--- config.mk ---
export PLATFORM = sky130hd
export DESIGN_NAME = dcache_controller
export DESIGN_NICKNAME = d
export VERILOG_FILES = /design/src/rtl/dcache_controller_pkg.sv /design/src/rtl/dcache_array.sv /design/src/rtl/dcache_controller.sv
export SDC_FILE = /design/constraint.sdc
export NUM_CORES = 2
export LEC_CHECK = 0
export BUFFER_PORTS_ARGS = -buffer_cell sky130_fd_sc_hd__buf_2
export CORE_MARGIN = 8
export CORE_UTILIZATION = 50
export DETAILED_ROUTE_END_ITERATION = 10
export MAX_ROUTING_LAYER = met4
export PLACE_DENSITY = 0.68
export SYNTH_ARGS = -nofsm -noshare
export SYNTH_HDL_FRONTEND = slang
export SYNTH_SLANG_ARGS = --single-unit
--- constraint.sdc ---
create_clock -name clk -period 9.6 [get_ports clk]
set_clock_uncertainty 0.05 [all_clocks]
set_input_delay 0.96 -clock clk [delete_from_list [all_inputs] [get_ports clk]]
set_output_delay 0.96 -clock clk [all_outputs]
set_load 0.05 [all_outputs]
--- src/rtl/dcache_controller_pkg.sv ---
// Shared constants and FSM encodings for the
// direct-mapped write-through data cache.
package dcache_controller_pkg;

  localparam int WORD_SIZE = 32;

  typedef enum logic [1:0] {
    DC_IDLE  = 2'd0,
    DC_FILL  = 2'd1,
    DC_WRITE = 2'd2
  } dc_state_e;

endpackage

--- src/rtl/dcache_array.sv ---
// Tag/valid/data storage: combinational read,
// synchronous word write, async-clear valid bits.
module dcache_array #(
  parameter int W     = 32,
  parameter int LINES = 16,
  parameter int WPL   = 4,
  parameter int TW    = 26
) (
  input  logic                     clk,
  input  logic                     rst,
  input  logic [$clog2(LINES)-1:0] i_ridx,
  input  logic [$clog2(WPL)-1:0]   i_roff,
  output logic                     o_valid,
  output logic [TW-1:0]            o_tag,
  output logic [W-1:0]             o_data,
  input  logic [$clog2(LINES)-1:0] i_widx,
  input  logic [$clog2(WPL)-1:0]   i_woff,
  input  logic                     i_we,
  input  logic [W-1:0]             i_wdata,
  input  logic                     i_tag_we,
  input  logic [TW-1:0]            i_wtag,
  input  logic                     i_inval
);

  logic [LINES-1:0] r_valid;
  logic [TW-1:0]    r_tag  [LINES];
  logic [W-1:0]     r_data [LINES][WPL];

  assign o_valid = r_valid[i_ridx];
  assign o_tag   = r_tag[i_ridx];
  assign o_data  = r_data[i_ridx][i_roff];

  always_ff @(posedge clk or negedge rst) begin
    if (!rst) begin
      r_valid <= '0;
    end else begin
      if (i_inval)  r_valid[i_widx] <= 1'b0;
      if (i_tag_we) r_valid[i_widx] <= 1'b1;
    end
  end

  always_ff @(posedge clk) begin
    if (i_we)     r_data[i_widx][i_woff] <= i_wdata;
    if (i_tag_we) r_tag[i_widx] <= i_wtag;
  end

endmodule

--- src/rtl/dcache_controller.sv ---
// Direct-mapped, write-through, no-write-allocate
// data cache with a multi-cycle memory handshake.
module dcache_controller
  import dcache_controller_pkg::*;
#(
  parameter int LINES          = 16,
  parameter int WORDS_PER_LINE = 4
) (
  input  logic                 clk,
  input  logic                 rst,
  input  logic                 MemReadM,
  input  logic                 MemWriteM,
  input  logic [WORD_SIZE-1:0] AddrM,
  input  logic [WORD_SIZE-1:0] WriteDataM,
  output logic [WORD_SIZE-1:0] ReadDataM,
  output logic                 StallMemM,
  output logic                 mem_req,
  output logic                 mem_we,
  output logic [WORD_SIZE-1:0] mem_addr,
  output logic [WORD_SIZE-1:0] mem_wdata,
  input  logic [WORD_SIZE-1:0] mem_rdata,
  input  logic                 mem_ack
);

  localparam int OB = $clog2(WORDS_PER_LINE);
  localparam int IB = $clog2(LINES);
  localparam int TW = WORD_SIZE - IB - OB - 2;

  dc_state_e            r_state, w_state_n;
  logic                 r_req, w_req_n;
  logic                 r_we, w_we_n;
  logic [WORD_SIZE-1:0] r_addr, w_addr_n;
  logic [WORD_SIZE-1:0] r_wdata, w_wdata_n;
  logic [OB-1:0]        r_cnt, w_cnt_n;
  logic                 r_done, w_done_n;

  logic [OB-1:0]        w_a_off, w_r_off;
  logic [IB-1:0]        w_a_idx, w_r_idx;
  logic [TW-1:0]        w_a_tag, w_r_tag;
  logic                 w_unused;

  logic                 w_valid, w_hit, w_ack;
  logic [TW-1:0]        w_tag;
  logic [WORD_SIZE-1:0] w_data;

  logic                 w_arr_we, w_tag_we, w_inval;
  logic [IB-1:0]        w_arr_idx;
  logic [OB-1:0]        w_arr_off;
  logic [WORD_SIZE-1:0] w_arr_wdata;
  logic [TW-1:0]        w_arr_tag;

  assign w_a_off  = AddrM[OB+1:2];
  assign w_a_idx  = AddrM[IB+OB+1:OB+2];
  assign w_a_tag  = AddrM[WORD_SIZE-1:IB+OB+2];
  assign w_r_off  = r_addr[OB+1:2];
  assign w_r_idx  = r_addr[IB+OB+1:OB+2];
  assign w_r_tag  = r_addr[WORD_SIZE-1:IB+OB+2];
  assign w_unused = ^{AddrM[1:0], w_r_off};

  dcache_array #(
    .W     (WORD_SIZE),
    .LINES (LINES),
    .WPL   (WORDS_PER_LINE),
    .TW    (TW)
  ) u_array (
    .clk      (clk),
    .rst      (rst),
    .i_ridx   (w_a_idx),
    .i_roff   (w_a_off),
    .o_valid  (w_valid),
    .o_tag    (w_tag),
    .o_data   (w_data),
    .i_widx   (w_arr_idx),
    .i_woff   (w_arr_off),
    .i_we     (w_arr_we),
    .i_wdata  (w_arr_wdata),
    .i_tag_we (w_tag_we),
    .i_wtag   (w_arr_tag),
    .i_inval  (w_inval)
  );

  assign w_hit = w_valid && (w_tag == w_a_tag);
  assign w_ack = mem_ack && r_req;

  // r_done masks the still-held request for one cycle after a store
  assign StallMemM = (r_state != DC_IDLE) ||
                     (!r_done && ((MemReadM && !w_hit) || MemWriteM));
  assign ReadDataM = (MemReadM && !MemWriteM && w_hit) ? w_data : '0;

  assign mem_req   = r_req;
  assign mem_we    = r_we;
  assign mem_addr  = r_addr;
  assign mem_wdata = r_wdata;

  always_comb begin
    w_state_n   = r_state;
    w_req_n     = r_req;
    w_we_n      = r_we;
    w_addr_n    = r_addr;
    w_wdata_n   = r_wdata;
    w_cnt_n     = r_cnt;
    w_done_n    = 1'b0;
    w_arr_we    = 1'b0;
    w_tag_we    = 1'b0;
    w_inval     = 1'b0;
    w_arr_idx   = w_a_idx;
    w_arr_off   = w_a_off;
    w_arr_wdata = WriteDataM;
    w_arr_tag   = w_r_tag;
    unique case (r_state)
      DC_IDLE: begin
        if (!r_done && MemWriteM) begin
          w_state_n = DC_WRITE;
          w_req_n   = 1'b1;
          w_we_n    = 1'b1;
          w_addr_n  = {AddrM[WORD_SIZE-1:2], 2'b00};
          w_wdata_n = WriteDataM;
          w_arr_we  = w_hit;
        end else if (!r_done && MemReadM && !w_hit) begin
          w_state_n = DC_FILL;
          w_req_n   = 1'b1;
          w_we_n    = 1'b0;
          w_cnt_n   = '0;
          w_addr_n  = {w_a_tag, w_a_idx, {OB{1'b0}}, 2'b00};
          w_inval   = 1'b1;
        end
      end
      DC_FILL: begin
        w_arr_idx   = w_r_idx;
        w_arr_off   = r_cnt;
        w_arr_wdata = mem_rdata;
        if (w_ack) begin
          w_arr_we = 1'b1;
          w_cnt_n  = r_cnt + 1'b1;
          w_req_n  = 1'b0;
          if (r_cnt == OB'(WORDS_PER_LINE - 1)) begin
            w_tag_we  = 1'b1;
            w_state_n = DC_IDLE;
          end
        end else if (!r_req) begin
          w_req_n  = 1'b1;
          w_addr_n = {w_r_tag, w_r_idx, r_cnt, 2'b00};
        end
      end
      DC_WRITE: begin
        if (w_ack) begin
          w_req_n   = 1'b0;
          w_we_n    = 1'b0;
          w_done_n  = 1'b1;
          w_state_n = DC_IDLE;
        end
      end
      default: w_state_n = DC_IDLE;
    endcase
  end

  always_ff @(posedge clk or negedge rst) begin
    if (!rst) begin
      r_state <= DC_IDLE;
      r_req   <= 1'b0;
      r_we    <= 1'b0;
      r_addr  <= '0;
      r_wdata <= '0;
      r_cnt   <= '0;
      r_done  <= 1'b0;
    end else begin
      r_state <= w_state_n;
      r_req   <= w_req_n;
      r_we    <= w_we_n;
      r_addr  <= w_addr_n;
      r_wdata <= w_wdata_n;
      r_cnt   <= w_cnt_n;
      r_done  <= w_done_n;
    end
  end

endmodule

* Yosys cells after proc, flatten, opt, wreduce, memory -nomap -nowiden *
Memories as Yosys holds them, arrays and structs flattened.
Index checks and enable logic that the tools add are counted.

word-level totals
  input port bits = 101
  register bits after elaboration = 87
  memories kept = 2
  bits in read-only memories = 0
  latch bits = 0
  logic and storage cells = 117
  bits in writable memories = 2,432

operators by class
  multiplexer cells = 52
  eq/ne operators = 12
  reduce and logical (&&, ||, !) cells = 29
  bitwise logic cells = 6
  add/sub/neg operators = 1
  magnitude comparators = 6
  multiply operators = 0
  divide/modulo/power cells = 0
  shifts and indexed selects = 0

memories
  memory          words  width  read ports  clocked after Yosys merged registers in  wr ports  RTL line            RTL
  u_array.r_data  16     128    1           0                                        1         dcache_array.sv:27  logic [W-1:0] r_data [LINES][WPL];
  u_array.r_tag   16     24     1           0                                        1         dcache_array.sv:26  logic [TW-1:0] r_tag [LINES];

operators with widths
  kind                                                         number
  two-way mux 32 bit                                           7
  two-way mux 128 bit                                          1
  binary-select mux 32 bit (select 2 bit)                      1
  demux 32 bit (select 2 bit)                                  1
  case mux 32 bit (2 select lines)                             1
  two-way mux 16 bit                                           2
  equality test 24 bit                                         1
  two-way mux 1 bit                                            20
  two-way mux 2 bit                                            9
  bitwise AND 16 bit                                           1
  inverter 16 bit                                              1
  OR 16 bit                                                    1
  != test 2 bit (second input constant)                        7
  two-way mux 4 bit                                            3
  AND reduction 4 bit                                          3
  logical AND 1 bit                                            11
  less-than comparator 4 x 5 -> 1 bit (second input constant)  2
  AND reduction 3 bit                                          3
  nonzero test 2 bit                                           4
  >= comparator 3 bit (second input constant)                  2
  inverter 2 -> 3 bit                                          2
  case mux 2 bit (3 select lines)                              1
  binary-select mux 1 bit (select 4 bit)                       1
  demux 1 bit (select 4 bit)                                   1
  other kinds (15)                                             20

* Logic depth before layout (Yosys ltp) *
  word-level depth = 11
  depth in mapped cells = 17
  depth with buffers taken out = 9

* Modules after synthesis *
Synthesis repeated with hierarchy kept, for this count alone.

second synthesis, totals
  cell total of the unflattened synthesis = 4,304
  area total of the unflattened synthesis = 96,596.4 um2

modules (own cells, without submodules)
  module             cells an instance  instances  seq. area each (um2)  area each (um2)
  dcache_array       3,910              1          73,430.4              92,822.8
  dcache_controller  394                1          1,726.7               3,773.6

* Worst setup path before layout *
No wires, ideal clock.

  path type = input -> register
  from = input AddrM[4]
  to = memory u_array.r_data[0][100] (netlist name), enable pin
  arrival time = 5.316 ns
  library setup time = 0.421 ns
  cell stages on the path = 17
  slack = 3.813 ns
  path buffers = 9
  cells stage by stage = buf_6 > buf_6 > buf_6 > buf_6 > buf_6 > buf_6 > buf_2 > mux4_2 > mux2i_1 > xor2_1 > nand3_1 > o32a_1 > buf_2 > nor4_1 > nor2_1 > clkbuf_1 > nor2_1

between the ends
  cells in the longest elaborated chain, start to end = 7
  elaborated cells on any way between the ends = 10

ends and longest elaborated chain
  what                                                                                   RTL line                                     RTL
  start, declared                                                                        dcache_controller.sv:13                      input logic [WORD_SIZE-1:0] AddrM,
  memory (16 x 24 bit) / binary-select mux 1 bit (select 4 bit) (equally long branches)  --
  equality test 24 bit / two-way mux 1 bit (equally long branches)                       dcache_controller.sv:82, dcache_array.sv:29
  logical AND 1 bit                                                                      dcache_controller.sv:82                      assign w_hit = w_valid && (w_tag == w_a_tag);
  two-way mux 1 bit                                                                      dcache_controller.sv:112                     if (!r_done && MemWriteM) begin
  case mux 1 bit (2 select lines)                                                        dcache_controller.sv:110                     unique case (r_state)
  two-way mux 1 bit                                                                      dcache_array.sv:43                           if (i_we) r_data[i_widx][i_woff] <= i_wdata;
  two-way mux 128 bit (implied by the code)                                              dcache_array.sv:43
  end, declared                                                                          dcache_array.sv:27

Several ways; a longest one is shown, not always the timed one. The select of a mux whose other input is x is not followed.

* Worst setup path in the final report *
  from = input AddrM[4]
  to = output ReadDataM[1]

between the ends
  cells in the longest elaborated chain, start to end = 5
  elaborated cells on any way between the ends = 11

ends and longest elaborated chain
  what                                                            RTL line                                     RTL
  memory (16 x 24 bit), or another cell as far along              --
  equality test 24 bit, or another cell as far along              dcache_controller.sv:82
  logical AND 1 bit / two-way mux 32 bit (equally long branches)  dcache_controller.sv:82, dcache_array.sv:31
  logical AND 1 bit / two-way mux 32 bit (equally long branches)  dcache_controller.sv:88, dcache_array.sv:31
  two-way mux 32 bit (*)                                          dcache_controller.sv:88                      assign ReadDataM = (MemReadM && !MemWriteM && w_hit) ? w_data : '0;
  end, declared                                                   dcache_controller.sv:15                      output logic [WORD_SIZE-1:0] ReadDataM,

Every way passes the cells marked *; elsewhere a longest branch is shown, timed or not. The select of a mux whose other input is x is not followed.

==> results.json <==
{
  "cp-start-kind": "input pin",
  "ys_warn_count": 0,
  "critical_path.reg2reg.startpoint": "u_array.r_tag[11][3]",
  "clockBufferDepth": 3,
  "insertion_delay_ns": 0.88,
  "synth_fa_ha_area_share_pct": 0.0128,
  "grt_pass1_vias": 46430,
  "hold_end": "mem_wdata[14]",
  "layout_commonest_cell": "edfxtp_1",
  "rows": 162,
  "ys_seq_area_share_pct": 77.2,
  "drtAntennaViolNets": 0,
  "yosys.area_share.simple_pct": 1.80,
  "synth_top_family_by_area": "multiplexers",
  "power_frac_seq_pct": 52.0,
  "holdCritPathClass": "in2reg",
  "syn_avg_cell_area_um2": 23.5,
  "die_w_um": 457,
  "port_buffers": 195,
  "core_um2": 194000,
  "drt-pass1-iter-count": 5,
  "post-place-ws_ns": 2.27,
  "fin_hold_ws_ns": 0.286,
  "r2r-end": "u_array.r_data[8][60]",
  "synth_edf_count": 2432,
  "rsz0062_at_grt": "no",
  "n_fill_cell": 13882,
  "r2r_slack_ns": 3.91,
  "power.density_nw_per_um2": 236,
  "tightest_slew_ns": 1.36,
  "hp-start": "WriteDataM[14]",
  "timing.setup.tns_ns": 0,
  "synth_top_area_cell": "edfxtp_1",
  "synth_ff_type": "edfxtp_1",
  "die_area_um2": 209000,
  "postSynthCellCount": 4143,
  "antenna_found_initial": 12,
  "drc": 0,
  "synth_xor_area_share_pct": 0.270,
  "synth.cell_area_um2": 97400,
  "finalWorstSetupSlack_ns": 2.57,
  "irDropWorstVdd_v": 0.000175,
  "maxCapViolations": 0,
  "end_kind": "output pin",
  "netlist_top_cells_area": "edfxtp_1, mux4_2, dfrtp_1",
  "synth_compound_area_share_pct": 0.764,
  "netlist.area_leader.share_pct": 75.0,
  "cp_max_fo": 80,
  "clock_power_share_pct": 36.7,
  "arrival_ns": 6.02,
  "run_status": "finished, final reports clean",
  "slew_headroom_pct": 9.40,
  "r2r_cells": 10,
  "dieHeight_um": 457,
  "crit_type": "in2out",
  "place.gp.congestion": 0.842,
  "final_area_um2": 110000,
  "vias_per_cell": 6.34,
  "ctsResizeCount": 0,
  "area_growth_pct": 13.4,
  "worstPathRequired_ns": 8.59,
  "num_io_pins": 200,
  "cts.reportedPaths.clkPinSlew_ns": 0.06,
  "synth.area.mux_share_pct": 18.9,
  "min_path_cells": 2,
  "post-route-min-period_ns": 7.03,
  "grt_pass1_wl_mm": 349,
  "first_iter_violations": 5962,
  "clockRootBuffer": "clkbuf_16",
  "grt_usage_pct": 24.0,
  "drv_slew": 0,
  "power_frac_comb_pct": 11.3,
  "final-setup-viol-count": 0,
  "dp_hpwl_mm": 143,
  "num-nets-final": 4603,
  "start_util_pct": 50.2,
  "synthArstFlopShare_pct": 3.38,
  "timing.final.crit_share_pct": 73.2,
  "swShare_pct": 25.4,
  "routed_wl_mm": 247,
  "via_count": 46201,
  "htree_levels": 4,
  "final_cell_mix": "edfxtp_1, mux4_2, clkbuf_16",
  "ys_ff_latch": 2517,
  "grt_max_degree": 155,
  "crit_start": "AddrM[4]",
  "final_hold_viol_count": 0,
  "wl_per_cell_um": 33.9,
  "netSwitchingPower_mw": 6.61,
  "place_area_um2": 102000,
  "drive_above_1_share_pct": 34.6,
  "synthDistinctLibCells": 67,
  "numCtsBuffers": 239,
  "p_int_mw": 19.4,
  "cts_tree": "done",
  "leakage_nw": 35.0,
  "gr-total-overflow": 0,
  "fmax_ghz": 0.142,
  "clock_sink_count": 2517
}
## Yosys cell counts (all sizes together), types with 17 or more instances
| master | number |
|---|---|
| nand2 | 138 |
| buf | 100 |
| nor2 | 127 |
| xnor2 | 19 |
| a22oi | 17 |
| mux2i | 58 |
| nor2b | 41 |
| mux2 | 78 |
| mux4 | 747 |
| clkbuf | 118 |
| edfxtp | 2432 |
| dfrtp | 85 |
## stage by stage
step           util [%]  std cells  power, mW
3_5_place_dp       52.7       6801       16.7
4_1_cts            56.9       7259       26.2
3_3_place_gp       52.7       6801       16.6
2_1_floorplan         -       4144       15.5
6_report           56.9       7286       26.0
5_1_grt            56.9       7285       26.7
## worst max-delay path: stages
cell and delay, ns:
buf_8 0.53, buf_12 0.51, buf_4 0.65, buf_4 0.81
mux4_2 0.61, mux4_2 0.51, mux4_2 0.59, nor2b_1 0.18
buf_2 0.23
## power groups by stage
stage | sequential [mW] | combinational, mW | clock, mW
floorplan | 14.1 | 1.40 | 0
global placement | 13.7 | 2.88 | 0
detailed placement | 13.8 | 2.96 | 0
CTS | 13.5 | 2.97 | 9.67
global route | 13.6 | 3.10 | 10.1
finish | 13.5 | 2.96 | 9.55
## layout make-up
class | count | area [um2] | area share (%)
clock buffer | 289 | 6260 | 5.67
antenna | 27 | 67.6 | 0.0612
multi-input combinational | 1402 | 21900 | 19.8
tap | 2542 | 3180 | 2.88
sequential | 2517 | 75200 | 68.0
clock inverter | 168 | 1730 | 1.57
inverter | 7 | 26.3 | 0.0238
timing repair buffer | 334 | 2130 | 1.93
## registers in the layout (all words and copies together) (netlist names), 2 cells and up
signal,cells
r_cnt,2
u_array.r_valid,16
mem_addr,30
mem_wdata,32
u_array.r_tag,384
u_array.r_data,2048
r_state,2
## metal layers
layer | vias to the layer above | track usage (%) | routed length (um)
met3 | 378 | 4.17 | 21000
met2 | 2352 | 38.1 | 123000
met1 | 25061 | 32.2 | 95300
met4 | 0 | 7.38 | 7860
li1 | 18410 | - | -
met5 | - | - | 0
## kinds of logic after synthesis
logic type | after synthesis
AOI/OAI and AO/OA | 104
xor gates and xnor gates | 30
adders and majority gates | 1
buffers and inverters | 225
DFF | 2517
muxes | 883
other | 1
and+or+nand+nor | 382
## worst max-delay path by stage
stage                                         to  slack, ns  cells after the start
after floorplan           u_array.r_data[0][100]       3.81                     17
after global placement    u_array.r_data[12][57]       2.40                     12
after detailed placement  u_array.r_data[12][57]       2.27                     12
after CTS                           ReadDataM[1]       2.47                      9
after global routing                ReadDataM[1]       2.23                      9
final                               ReadDataM[1]       2.57                      9
## what timing repair did
action / 4_1_cts / 5_1_grt
setup buffers: 0 / 0
hold buffers: 1 / 0
endpoints found under the hold margin: 26 / 0
(Power assumes the default switching activity.)
